<file path="config.mk">
export PLATFORM = sky130hd
export DESIGN_NAME = hangman_game_ctrl
export DESIGN_NICKNAME = d
export VERILOG_FILES = /design/src/rtl/hangman_pkg.sv /design/src/rtl/hangman_game_ctrl_tx.sv /design/src/rtl/hangman_game_ctrl.sv
export SDC_FILE = /design/constraint.sdc
export NUM_CORES = 1
export LEC_CHECK = 0
export ABC_AREA = 1
export CORE_ASPECT_RATIO = 1.1
export CORE_MARGIN = 1
export CORE_UTILIZATION = 50
export DETAILED_ROUTE_END_ITERATION = 16
export PLACE_DENSITY = 0.76
export SYNTH_ARGS = -nofsm -noshare
export SYNTH_HDL_FRONTEND = slang
export SYNTH_HIERARCHICAL = 1
export SYNTH_SLANG_ARGS = --single-unit
</file>
<file path="constraint.sdc">
create_clock -name clk -period 2.8 [get_ports clk]
set_clock_uncertainty 0.2 [all_clocks]
set_input_delay 0.28 -clock clk [delete_from_list [all_inputs] [get_ports clk]]
set_output_delay 0.28 -clock clk [all_outputs]
set_load 0.05 [all_outputs]
</file>
<file path="src/rtl/hangman_pkg.sv">
// Shared types and constants for the hangman game controller.
// States, ASCII constants and a small character-class helper.
package hangman_pkg;

  typedef enum logic [2:0] {
    IDLE        = 3'd0,
    PLAY        = 3'd1,
    CHECK       = 3'd2,
    REPORT      = 3'd3,
    REPORT_STAT = 3'd4,
    WIN         = 3'd5,
    LOSE        = 3'd6
  } game_state_t;

  localparam logic [7:0] ASCII_A    = 8'h41;
  localparam logic [7:0] ASCII_Z    = 8'h5A;
  localparam logic [7:0] ASCII_ZERO = 8'h30;
  localparam logic [7:0] LOWER_MASK = 8'h20;

  function automatic logic is_upper(input logic [7:0] c);
    return (c >= ASCII_A) && (c <= ASCII_Z);
  endfunction

endpackage

</file>
<file path="src/rtl/hangman_game_ctrl_tx.sv">
// Transmit byte register for the hangman controller.
// Holds tx_data/tx_valid until the sink accepts; flush drops a pending byte.
module hangman_tx_port (
  input  logic       clk,
  input  logic       reset,
  input  logic       load,
  input  logic [7:0] load_data,
  input  logic       flush,
  input  logic       ready,
  output logic [7:0] data,
  output logic       valid
);

  always_ff @(posedge clk) begin
    if (reset) begin
      data  <= 8'h00;
      valid <= 1'b0;
    end else if (flush) begin
      valid <= 1'b0;
    end else if (load) begin
      data  <= load_data;
      valid <= 1'b1;
    end else if (valid && ready) begin
      valid <= 1'b0;
    end
  end

endmodule

</file>
<file path="src/rtl/hangman_game_ctrl.sv">
// Hangman game sequencer: checks guesses, tracks progress, reports bytes.
// Define HANGMAN_STATUS_BYTE_EN to send a miss-count byte after each report.
module hangman_game_ctrl
  import hangman_pkg::*;
#(
  parameter int WORD_LEN   = 5,
  parameter int MAX_MISSES = 6
) (
  input  logic                  clk,
  input  logic                  reset,
  input  logic                  word_load,
  input  logic [8*WORD_LEN-1:0] word_in,
  input  logic                  guess_valid,
  input  logic [7:0]            guess_char,
  input  logic                  game_end_req,
  output logic [7:0]            tx_data,
  output logic                  tx_valid,
  input  logic                  tx_ready,
  output logic [WORD_LEN-1:0]   revealed,
  output logic [3:0]            miss_count,
  output logic [2:0]            state,
  output logic                  win,
  output logic                  lose,
  output logic                  guess_dup
);

  localparam int IDX_W = (WORD_LEN > 1) ? $clog2(WORD_LEN) : 1;
  localparam logic [IDX_W-1:0] LAST_IDX = IDX_W'(WORD_LEN - 1);
  localparam logic [3:0] MISS_MAX = 4'(MAX_MISSES);

  game_state_t cur_state, nxt_state, end_state;

  logic [8*WORD_LEN-1:0] word;
  logic [25:0]           used;
  logic [7:0]            chr;
  logic                  hit;
  logic [IDX_W-1:0]      idx;

  logic       is_letter;
  logic [4:0] letter_idx;
  logic       letter_used;
  logic       match;
  logic       last;
  logic       hit_now;
  logic       xfer;
  logic       tx_load;
  logic [7:0] tx_byte;

  assign is_letter   = is_upper(guess_char);
  assign letter_idx  = guess_char[4:0] - 5'd1;
  assign letter_used = used[letter_idx];
  assign match       = (word[idx*8 +: 8] == chr);
  assign last        = (idx == LAST_IDX);
  assign hit_now     = hit | match;
  assign xfer        = tx_valid & tx_ready;

  // Outcome of a finished report, from the already-updated score.
  assign end_state = (&revealed)              ? WIN  :
                     (miss_count == MISS_MAX) ? LOSE : PLAY;

  always_ff @(posedge clk) begin
    if (reset) cur_state <= IDLE;
    else       cur_state <= nxt_state;
  end

  always_comb begin
    nxt_state = cur_state;
    tx_load   = 1'b0;
    tx_byte   = 8'h00;
    if (game_end_req) begin
      nxt_state = IDLE;
    end else begin
      case (cur_state)
        IDLE, WIN, LOSE: begin
          if (word_load) nxt_state = PLAY;
        end
        PLAY: begin
          if (guess_valid && is_letter && !letter_used)
            nxt_state = CHECK;
        end
        CHECK: begin
          if (last) begin
            nxt_state = REPORT;
            tx_load   = 1'b1;
            tx_byte   = hit_now ? chr : (chr | LOWER_MASK);
          end
        end
        REPORT: begin
          if (xfer) begin
`ifdef HANGMAN_STATUS_BYTE_EN
            nxt_state = REPORT_STAT;
            tx_load   = 1'b1;
            tx_byte   = ASCII_ZERO + {4'h0, miss_count};
`else
            nxt_state = end_state;
`endif
          end
        end
`ifdef HANGMAN_STATUS_BYTE_EN
        REPORT_STAT: begin
          if (xfer) nxt_state = end_state;
        end
`endif
        default: nxt_state = IDLE;
      endcase
    end
  end

  always_ff @(posedge clk) begin
    if (reset) begin
      word       <= '0;
      revealed   <= '0;
      miss_count <= 4'd0;
      used       <= '0;
      chr        <= 8'h00;
      hit        <= 1'b0;
      idx        <= '0;
      guess_dup  <= 1'b0;
    end else begin
      guess_dup <= 1'b0;
      if (game_end_req) begin
        revealed   <= '0;
        miss_count <= 4'd0;
        used       <= '0;
      end else begin
        case (cur_state)
          IDLE, WIN, LOSE: begin
            if (word_load) begin
              word       <= word_in;
              revealed   <= '0;
              miss_count <= 4'd0;
              used       <= '0;
            end
          end
          PLAY: begin
            if (guess_valid && is_letter) begin
              if (letter_used) begin
                guess_dup <= 1'b1;
              end else begin
                used[letter_idx] <= 1'b1;
                chr              <= guess_char;
                hit              <= 1'b0;
                idx              <= '0;
              end
            end
          end
          CHECK: begin
            if (match) begin
              revealed[idx] <= 1'b1;
              hit           <= 1'b1;
            end
            if (!last) begin
              idx <= idx + 1'b1;
            end else if (!hit_now && miss_count < MISS_MAX) begin
              miss_count <= miss_count + 4'd1;
            end
          end
          default: ;
        endcase
      end
    end
  end

  hangman_tx_port u_tx (
    .clk       (clk),
    .reset     (reset),
    .load      (tx_load),
    .load_data (tx_byte),
    .flush     (game_end_req),
    .ready     (tx_ready),
    .data      (tx_data),
    .valid     (tx_valid)
  );

  assign state = cur_state;
  assign win   = (cur_state == WIN);
  assign lose  = (cur_state == LOSE);

endmodule
</file>
Yosys cells after proc, flatten, opt, wreduce, memory -nomap -nowiden
Index checks and enable logic that the tools add are counted.
{"block": "classes", "eq_ne": 17, "n_lt_le_gt_ge": 7, "n_bitwise": 8, "add_sub_neg": 3, "n_shift": 1, "reduce_logical": 27, "n_mux": 41}
{"op": "$mux 26", "n": 3}
{"op": "$pmux 26 s2", "n": 1}
{"op": "$shiftx 40x7->8", "n": 1}
{"op": "$mux 3", "n": 9}
{"op": "$or 26x26->26", "n": 1}
{"op": "$ne 2x2->1 const B", "n": 9}
{"op": "$mux 8", "n": 2}
{"op": "$reduce_and 4->1", "n": 4}
{"op": "$reduce_and 5->1", "n": 3}
{"op": "$mux 1", "n": 12}
{"op": "$mux 4", "n": 3}
{"op": "$pmux 3 s4", "n": 1}
{"op": "$mux 5", "n": 2}
{"op": "$pmux 5 s2", "n": 1}
{"op": "$eq 3x3->1 const B", "n": 3}
{"op": "$eq 8x8->1", "n": 1}
{"op": "$ge 8x7->1 const B", "n": 1}
{"op": "$le 8x7->1 const B", "n": 1}
{"op": "$pmux 4 s2", "n": 1}
{"op": "$reduce_bool 2->1", "n": 4}
{"op": "$logic_and 1x1->1", "n": 7}
{"op": "$eq 3x2->1 const B", "n": 2}
{"op": "$lt 5x6->1 const B", "n": 1}
{"op": "$mux 6", "n": 1}
{"op": "25 further kinds", "n": 30}
{"block": "totals", "ff_bits": 100, "word_cells": 115, "output_inout_bits": 24}

Logic depth before layout (Yosys ltp)
Gate-level depths: netlist (run 1).
{"block": "depth", "depth_word": 9, "depth_mapped": 17, "ltp_nobuf": 17}

Modules after synthesis
The synthesis (run 1) kept the hierarchy.
{"mod": "hangman_game_ctrl", "instances": 1, "cells_each": 712, "area_per_inst_um2": 4737.0}
{"mod": "hangman_tx_port", "instances": 1, "cells_each": 58, "area_per_inst_um2": 390.4}

Least setup slack after synthesis (run 1)
OpenSTA, ideal clock, no wires.
{"block": "synth_path", "path_kind": "register -> register", "from": "reg cur_state[0], in the netlist state[0]", "to": "reg miss_count[2]", "path_slack_ps": -128, "arrival_time_ps": 2611, "setup_time_ps": 117, "stages_incl_launch_ff": 14, "t_required_ps": 2483, "period_less_slack_ps": 2928, "cell_sequence": "dfxtp_1 -> inv_1 -> nor2_1 -> inv_1 -> nor2_1 -> nor2_1 -> inv_1 -> nor2_1 -> inv_1 -> nand2_1 -> a21oi_1 -> nand3_1 -> nand2_1 -> nor2_1"}
{"block": "synth_between", "elab_chain_cells": 4, "word_cells_on_any_way": 11}
{"item": "start: declaration", "line_no": "hangman_game_ctrl.sv:31", "rtl": "game_state_t cur_state, nxt_state, end_state;"}
{"item": "start signal: assignment", "line_no": "hangman_game_ctrl.sv:63", "rtl": "else cur_state <= nxt_state;"}
{"item": "$eq 3x3->1 *"}
{"item": "named net win", "line_no": "hangman_game_ctrl.sv:22", "rtl": "output logic win,"}
{"item": "$reduce_or 3->1 *", "line_no": "hangman_game_ctrl.sv:126", "rtl": "case (cur_state)"}
{"item": "$ne 2x2->1 (no source line) / $reduce_bool 2->1 (equally long branches)"}
{"item": "$reduce_and 4->1 (no source line)"}
{"item": "end signal: assignment", "line_no": "hangman_game_ctrl.sv:155", "rtl": "miss_count <= miss_count + 4'd1;"}
{"item": "end: declaration", "line_no": "hangman_game_ctrl.sv:20", "rtl": "output logic [3:0] miss_count,"}
Mark *: on every way through the listed nets, which the timed path passes. The rest lies on a longest branch.
A chain may end at the register's enable or synchronous reset.

Worst setup path in the final report (run 1)
{"block": "layout_path", "from": "reg cur_state[2], in the netlist state[2]", "to": "reg word[22]"}
{"block": "layout_between", "elab_chain_cells": 3, "word_cells_on_any_way": 5}
{"item": "$eq 3x3->1 / $logic_not 3->1 (equally long branches)", "line_no": "hangman_game_ctrl.sv:126"}
{"item": "$reduce_or 3->1 *", "line_no": "hangman_game_ctrl.sv:126"}
{"item": "$reduce_and 3->1 (no source line) *"}
{"item": "end signal: assignment", "line_no": "hangman_game_ctrl.sv:129", "rtl": "word <= word_in;"}
{"item": "end: declaration", "line_no": "hangman_game_ctrl.sv:33", "rtl": "logic [8*WORD_LEN-1:0] word;"}
Every way passes the cells marked *; elsewhere a longest branch is shown, timed or not.

==> results of run 1 <==
[per-layer routing]
metal | up-vias | track usage [%] | wire length, um | part of all wire (%)
met5 | - | 0 | 0 | 0
met3 | 44 | 3.43 | 444 | 3.3
met1 | 2375 | 29.0 | 5530 | 42
met2 | 136 | 48.3 | 6770 | 51
li1 | 2606 | - | - | -
met4 | 0 | 13.6 | 540 | 4.1
[area by class of cell]
type | count | share of cell area [%]
multi-input combinational | 528 | 40.9
sequential | 100 | 32.0
timing repair buffer | 97 | 14.9
inverter | 110 | 6.61
tap | 120 | 2.40
clock buffer | 10 | 2.20
clock inverter | 6 | 0.901
[cell families after synthesis]
logic type,after synthesis,share of synthesized area (%)
compound gates,138,13.6
flops,100,39.0
fa+ha+maj,11,2.68
simple gates,373,31.8
xor+xnor,6,1.61
buf+inv,142,11.2
[metrics by stage]
step	instance area [um2]	util, %	power [mW]	setup slack [ns]
final	6250	62.9	3.38	0.278
after global routing	6250	62.9	3.57	0.0141
after CTS	6250	62.9	3.38	0.285
after detailed placement	6050	60.9	2.50	-0.0928
after global placement	6050	60.9	2.47	0.00966
after floorplan	5130	-	2.21	0.149
[where the power goes]
group          total [mW]  internal [mW]  switching [mW]
clock network       0.900          0.364           0.536
registers            1.57           1.52          0.0515
logic               0.910          0.325           0.584
total                3.38           2.20            1.17
[state kept, by name (all words and copies together), names as in the netlist, 3 cells and up]
name and cells:
idx 3, revealed 5, chr 8, state 3, word 40, miss_count 4, used 26, u_tx/data 8
[cell usage after synthesis]
library cell,number,share of area [%]
nand3_1,86,8.4
nor2_2,3,0.37
buf_2,11,1.1
inv_2,7,0.51
nand3_4,1,0.34
o21ai_1,2,0.20
buf_6,3,0.66
or3_1,1,0.12
a21oi_1,75,7.3
ha_1,11,2.7
nor2_1,138,10
nand3_2,1,0.20
xnor2_2,2,0.63
nand4_1,15,1.8
o21bai_1,1,0.15
nand3b_1,2,0.29
nor3_1,3,0.29
a21oi_2,1,0.17
nand2_1,111,8.1
clkinv_1,1,0.073
nor4_1,2,0.24
inv_1,102,7.5
or2_2,2,0.24
o21ai_0,59,5.8
nand2_2,5,0.61
xor2_2,2,0.63
nand2_4,2,0.44
clkbuf_1,16,1.2
nor2_4,1,0.22
dfxtp_1,100,39
xor2_1,2,0.34
buf_4,2,0.29
[tightest hold or removal path, cell delays in order (launching register included)]
cell	delay [ns]
dfxtp_1	0.31
inv_1	0.05
a21oi_1	0.05
[worst max path at each step]
stage | slack [ns] | end | cells after the start | from
CTS | 0.29 | state[1] | 17 | guess_char[1]
floorplan | 0.15 | miss_count[2] | 13 | state[0]
global route | 0.01 | word[28] | 9 | state[2]
finish | 0.28 | word[22] | 9 | state[2]
detailed placement | -0.09 | state[1] | 17 | guess_char[1]
global placement | 0.01 | chr[0] | 17 | guess_char[0]
==> flow_summary.ini, run 1 <==
[outcome]
status = finished clean

[critical_path]
worstReg2RegStart = state[2]
r2r_slack_ns = 0.28
crit_slowest_cell = dfxtp_1
r2r_end = word[22]
startpoint_type = register
worstPathArrival_ns = 2.59
crit_family = simple AND/OR/NAND/NOR gates
critical_path_required_ns = 2.87
setup.worst_path.end_class = register
crit_chain = inv_2 > nand3_1 > o21ai_0 > nor2_1 > inv_1 > nand2_1 > inv_1 > nor2_1 > nor2_1
cp_num_buf_inv = 3
worst_path_most_repeated_cell = nor2_1
critPathMaxFanout = 21
reg2reg_depth = 9
crit_type = reg2reg
slowest_delay_ns = 0.45

[floorplanning]
pin_count = 78
die_x_um = 98.6
num_rows = 38
core_area_um2 = 9940
initial_core_util_pct = 51.6
die-area_um2 = 10700
die_y_um = 108

[timing]
clock.fmax_ghz = 0.397
holdWs_ns = 0.253
min_period_ns = 2.52
relSlewSlack_pct = 59.6
final_hold_viol_count = 0
setup_violations = 0
drv_slew = 0
finalCritPeriodShare_pct = 90.1
worst_pin_slew_ns = 0.606
tns_ns = 0
rsz0062_at_grt = false

[clock_network]
postCtsHoldBufs = 0
clock_latency_ns = 0.37
cts_setup_buffers = 0
clock_path_buffers = 2
cts-resized-gates = 0
clkSlewWorstSetupHoldPaths_ns = 0.10
numCtsBuffers = 9
h-tree-depth = 3
root_buffer = clkbuf_8
cts.sink_count = 100
cts_tree = done

[route]
ant_nets = 0
drtIter0Drc = 325
detail_route.first_pass.iterations = 5
routed_wirelength_um = 13300
drc = 0
via_per_inst = 5.32
wl_per_cell_um = 13.7
via_count = 5161

[grt]
grt_usage_pct = 26.0
grt_max_degree = 49
grt_pass1_wl_um = 22100
grt_pass1_vias = 4888
antenna_found_initial = 0
grt.overflow.total = 0

[layout]
seqCellArea_um2 = 2000
synthToLayoutAreaGrowth_pct = 21.8
final_common_cell = nor2_1
drive_above_1_share_pct = 7.64
diodes = 0
fillers = 950
fin_nets = 911
fin_cells = 971
most-common-layout-cells = nor2_1, nand2_1, inv_1, dfxtp_1, nand3_1
multi_input_area_um2 = 2550

[flow_run]
maxCapViolations = 0

[synth]
postSynthAreaPerCell_um2 = 6.66
yosysUniqueCellTypes = 32
yosysWarningCount = 6
synth_area_um2 = 5130
ys_ff_latch = 100
ys_seq_area_share_pct = 39.0
synthCells = 770
syn-num-nets = 835

[min_path]
min_path_cells = 2
hold_start = used[24]
hold_path.class = reg2reg
hold_end = used[24]

[placement]
hpwlAfterDp_um = 10100
gp_congestion = 1.02
dp.cells = 955
port_buffers = 77

[pwr]
peakVddDrop_uv = 236
p_per_area_nw_per_um2 = 540
leakage_nw = 2.53
(Power assumes the default switching activity.)
==> run 2, diff against run 1 <==
--- a/config.mk
+++ b/config.mk
@@ -10,6 +10,7 @@
 export CORE_MARGIN = 1
 export CORE_UTILIZATION = 50
 export DETAILED_ROUTE_END_ITERATION = 16
+export HOLD_SLACK_MARGIN = 0.08
 export PLACE_DENSITY = 0.76
 export SYNTH_ARGS = -nofsm -noshare
 export SYNTH_HDL_FRONTEND = slang
==> constraint.sdc (replaced) <==
create_clock -name clk -period 2.69 [get_ports clk]
set_clock_uncertainty 0.2 [all_clocks]
set_input_delay 0.4035 -clock clk [delete_from_list [all_inputs] [get_ports clk]]
set_output_delay 0.4035 -clock clk [all_outputs]
set_load 0.05 [all_outputs]
==> flow_summary.ini, run 2 (synthesis gave the netlist of run 1 again) <==
[pwr]
peakVddDrop_uv = 380
p_int_mw = 2.50
p_comb_share_pct = 26.5
switching_share_pct = 32.6
sequentialPowerShare_pct = 44.1
fin_total_pwr_mw = 3.70
leakage_nw = 2.60
clkPwrFrac_pct = 29.4
switchingPower_mw = 1.21
p_per_area_nw_per_um2 = 579

[grt]
grt.overflow.total = 0
grt_pass1_vias = 4931
antenna_found_initial = 0
grt_usage_pct = 26.2
grt_max_degree = 49
grt_pass1_wl_um = 22000

[timing]
final_hold_viol_count = 0
setup_violations = 0
drv_slew = 0
min_period_ns = 2.52
finalCritPeriodShare_pct = 93.8
relSlewSlack_pct = 59.7
clock.fmax_ghz = 0.396
rsz0062_at_grt = false
worst_pin_slew_ns = 0.600
tns_ns = 0
holdWs_ns = 0.261

[critical_path]
worstReg2RegStart = state[0]
setup.worst_path.end_class = output port
startpoint = state[0]
critical_path_required_ns = 2.09
r2r_slack_ns = 0.33
endpoint = win
crit_slowest_cell = clkdlybuf4s50_1
crit_chain = inv_1 > nor2_1 > inv_1 > nor2_2 > clkdlybuf4s50_1
worst_path_most_repeated_cell = inv_1
slowest_delay_ns = 0.81
crit_type = reg2out
startpoint_type = register
critPathMaxFanout = 4
reg2reg_depth = 11
r2r_end = miss_count[0]
worstPathArrival_ns = 1.92

[floorplanning]
initial_core_util_pct = 51.6
die-area_um2 = 10700
die_y_um = 108
num_rows = 38
pin_count = 78
core_area_um2 = 9940
die_x_um = 98.6

[clock_network]
numCtsBuffers = 9
clock_path_buffers = 2
clkSlewWorstSetupHoldPaths_ns = 0.09
root_buffer = clkbuf_8
clock_latency_ns = 0.37
h-tree-depth = 3
cts_tree = done
cts.sink_count = 100

[layout]
largestRegisters = word: 40 flops, used: 26 flops
synthToLayoutAreaGrowth_pct = 24.8
final_common_cell = nor2_1
fin_nets = 923
regMostFlops = word
fin_cells = 982
diodes = 0
drive_above_1_share_pct = 9.16
largest_reg_flops = 40
fillers = 916
most-common-layout-cells = nor2_1, nand2_1, inv_1, dfxtp_1, nand3_1

[min_path]
hold_path.class = reg2reg

[route]
via_per_inst = 5.23
drc = 0
drtIter0Drc = 274
via_count = 5134
routed_wirelength_um = 13500
ant_nets = 0
wl_per_cell_um = 13.8
detail_route.first_pass.iterations = 5

[placement]
gp_congestion = 0.978
port_buffers = 77
dp.cells = 965
hpwlAfterDp_um = 10000

[flow_run]
maxCapViolations = 0

[outcome]
status = finished clean
run 2: cell types whose count changed in the layout (fill, tap and decap cells not counted), sizes merged:
cell | previous run | this run
clkinv | 5 | 3
inv | 111 | 110
buf | 20 | 31
nand3 | 88 | 89
bufinv | 0 | 2
run 2: worst min path at each step:
stage,cells after the start,slack [ns],endpoint,start
final,2,0.26,used[6],used[6]
after detailed placement,2,0.25,used[8],used[8]
after global routing,2,0.29,used[6],used[6]
after floorplan,2,0.23,used[17],used[17]
after global placement,2,0.24,used[0],used[0]
after CTS,2,0.26,used[3],used[3]
run 2: repair_timing:
item	4_1_cts	5_1_grt
hold buffers	0	0
endpoints found under the setup margin	0	41
buffers inserted	0	1
gates resized for setup	0	4
run 2: power groups by stage:
stage,combinational (mW),sequential [mW],clock [mW]
6_report,0.982,1.63,1.09
3_3_place_gp,0.930,1.66,0
5_1_grt,1.10,1.64,1.18
2_1_floorplan,0.608,1.69,0
4_1_cts,0.961,1.63,1.10
3_5_place_dp,0.955,1.67,0
run 2: critical path: cells and delay by family, from the launching register on:
family / cells / cell delay [ns]
buf+inv: 3 / 0.98
flops: 1 / 0.38
simple gates: 2 / 0.18
run 2: through the flow:
step	cell area (um2)	setup WS, ns	util (%)
4_1_cts	6360	0.0801	64.0
2_1_floorplan	5130	0.0391	-
6_report	6400	0.167	64.4
3_3_place_gp	6140	-0.221	61.8
5_1_grt	6400	0.0249	64.4
3_5_place_dp	6140	-0.298	61.8
run 2: final cells by class:
cell class | instances | area (um2) | area share [%]
clock buffer | 10 | 138 | 2.15
clock inverter | 5 | 85.1 | 1.33
inverter | 110 | 413 | 6.45
multi-input combinational | 529 | 2580 | 40.4
sequential | 100 | 2000 | 31.3
tap | 120 | 150 | 2.35
timing repair buffer | 108 | 1030 | 16.1
run 2: per-layer routing:
metal | part of all wire [%] | vias to the layer above | wire (um) | track usage [%]
met5 | 0 | - | 0 | 0
met4 | 4.2 | 0 | 561 | 14.8
met3 | 3.8 | 39 | 510 | 4.65
met2 | 51 | 132 | 6840 | 48.1
met1 | 41 | 2334 | 5600 | 28.7
li1 | - | 2629 | - | -
==> run 3, diff against run 2 <==
--- a/config.mk
+++ b/config.mk
@@ -6,12 +6,12 @@
 export NUM_CORES = 1
 export LEC_CHECK = 0
 export ABC_AREA = 1
+export ABC_CLOCK_PERIOD_IN_PS = 2690
 export CORE_ASPECT_RATIO = 1.1
-export CORE_MARGIN = 1
-export CORE_UTILIZATION = 50
+export CORE_UTILIZATION = 54
 export DETAILED_ROUTE_END_ITERATION = 16
 export HOLD_SLACK_MARGIN = 0.08
-export PLACE_DENSITY = 0.76
+export PLACE_DENSITY = 0.81
 export SYNTH_ARGS = -nofsm -noshare
 export SYNTH_HDL_FRONTEND = slang
 export SYNTH_HIERARCHICAL = 1
==> flow_summary.ini, run 3 (synthesis gave the netlist of run 1 again) <==
[outcome]
status = finished clean

[timing]
tns_ns = 0
finalCritPeriodShare_pct = 95.2
final_hold_viol_count = 0
clock.fmax_ghz = 0.390
rsz0062_at_grt = true
setup_violations = 0
relSlewSlack_pct = 60.0
post-route-worst-setup-slack_ns = 0.128
worst_pin_slew_ns = 0.599
drv_slew = 0
min_period_ns = 2.56

[layout]
fillers = 742
seqCellArea_um2 = 2000
postLayoutCoreUtil_pct = 69.9
synthToLayoutAreaGrowth_pct = 23.5
largestRegisters = word: 40 flops, used: 26 flops
multi_input_area_um2 = 2580
most-common-layout-cells = nor2_1, nand2_1, inv_1, dfxtp_1, nand3_1
diodes = 0
regMostFlops = word
largest_reg_flops = 40
fin_nets = 923
final_common_cell = nor2_1
drive_above_1_share_pct = 9.15

[route]
drc = 0
via_per_inst = 5.38
detail_route.first_pass.iterations = 5
drtIter0Drc = 285
via_count = 5252
routed_wirelength_um = 13400
ant_nets = 0
wl_per_cell_um = 13.7

[clock_network]
root_buffer = clkbuf_8
clkSlewWorstSetupHoldPaths_ns = 0.10
cts-resized-gates = 0
numCtsBuffers = 9
clock_latency_ns = 0.36
cts.sink_count = 100
cts_tree = done
clock_path_buffers = 2
cts_setup_buffers = 0
postCtsHoldBufs = 0
h-tree-depth = 3

[pwr]
p_per_area_nw_per_um2 = 552
leakage_nw = 2.57
peakVddDrop_uv = 327

[floorplanning]
initial_core_util_pct = 56.6
die-area_um2 = 9890
core_area_um2 = 9050
pin_count = 78
die_y_um = 104
die_x_um = 94.9
num_rows = 36

[placement]
dpl_worst_slack_ns = -0.261
port_buffers = 77
gp_congestion = 0.989
hpwlAfterDp_um = 10100

[grt]
grt.overflow.total = 0
grt_pass1_vias = 5054
antenna_found_initial = 0
grt_max_degree = 49
grt_usage_pct = 28.3
grt_pass1_wl_um = 22500

[flow_run]
maxCapViolations = 0

[critical_path]
critical_path_required_ns = 2.09
critPathMaxFanout = 4
setup.worst_path.end_class = output port
worstPathArrival_ns = 1.96
crit_type = reg2out
startpoint_type = register

[min_path]
hold_path.class = reg2reg
[run 3: worst max-delay path, cell delays in order, from the launching register on]
cell and delay, ns:
dfxtp_1 0.40, inv_1 0.11, nor2_1 0.09, inv_1 0.06, nor2_2 0.10, clkdlybuf4s50_1 0.83
[run 3: metal layers]
layer	vias up	share of wire (%)	GRT usage (%)	wire length [um]
met3	42	5.4	3.65	727
met2	178	51	50.8	6880
met1	2396	39	32.5	5280
li1	2636	-	-	-
met4	0	3.7	13.3	491
met5	-	0	0	0
[run 3: metrics by stage]
step	power [mW]	cells	area, um2	hold WS [ns]
after floorplan	2.30	770	5130	0.227
after global placement	2.59	960	6130	0.241
after detailed placement	2.62	960	6130	0.244
after CTS	3.48	976	6300	0.257
after global routing	3.69	977	6330	0.278
final	3.50	977	6330	0.256
[run 3: layout make-up]
| type | instances | share of cell area, % |
|---|---|---|
| clock inverter | 5 | 0.672 |
| timing repair buffer | 108 | 16.0 |
| multi-input combinational | 529 | 40.8 |
| tap | 114 | 2.25 |
| inverter | 110 | 6.52 |
| sequential | 100 | 31.7 |
| clock buffer | 11 | 2.07 |
[run 3: path summary, 6_finish.rpt]
| path | startpoint | end | slack [ns] | cells after the start |
|---|---|---|---|---|
| setup / recovery | state[0] | win | 0.13 | 5 |
| hold / removal | used[24] | used[24] | 0.26 | 2 |
| setup reg to reg | state[0] | miss_count[2] | 0.28 | 11 |
| hold reg to reg | used[24] | used[24] | 0.26 | 2 |
[run 3: report_power, final]
part	internal, mW	switching [mW]	leakage [nW]	total (mW)
combinational	0.361	0.614	1.67	0.975
clock	0.350	0.534	0.0849	0.884
sequential	1.58	0.0611	0.815	1.64
total	2.29	1.21	2.57	3.50
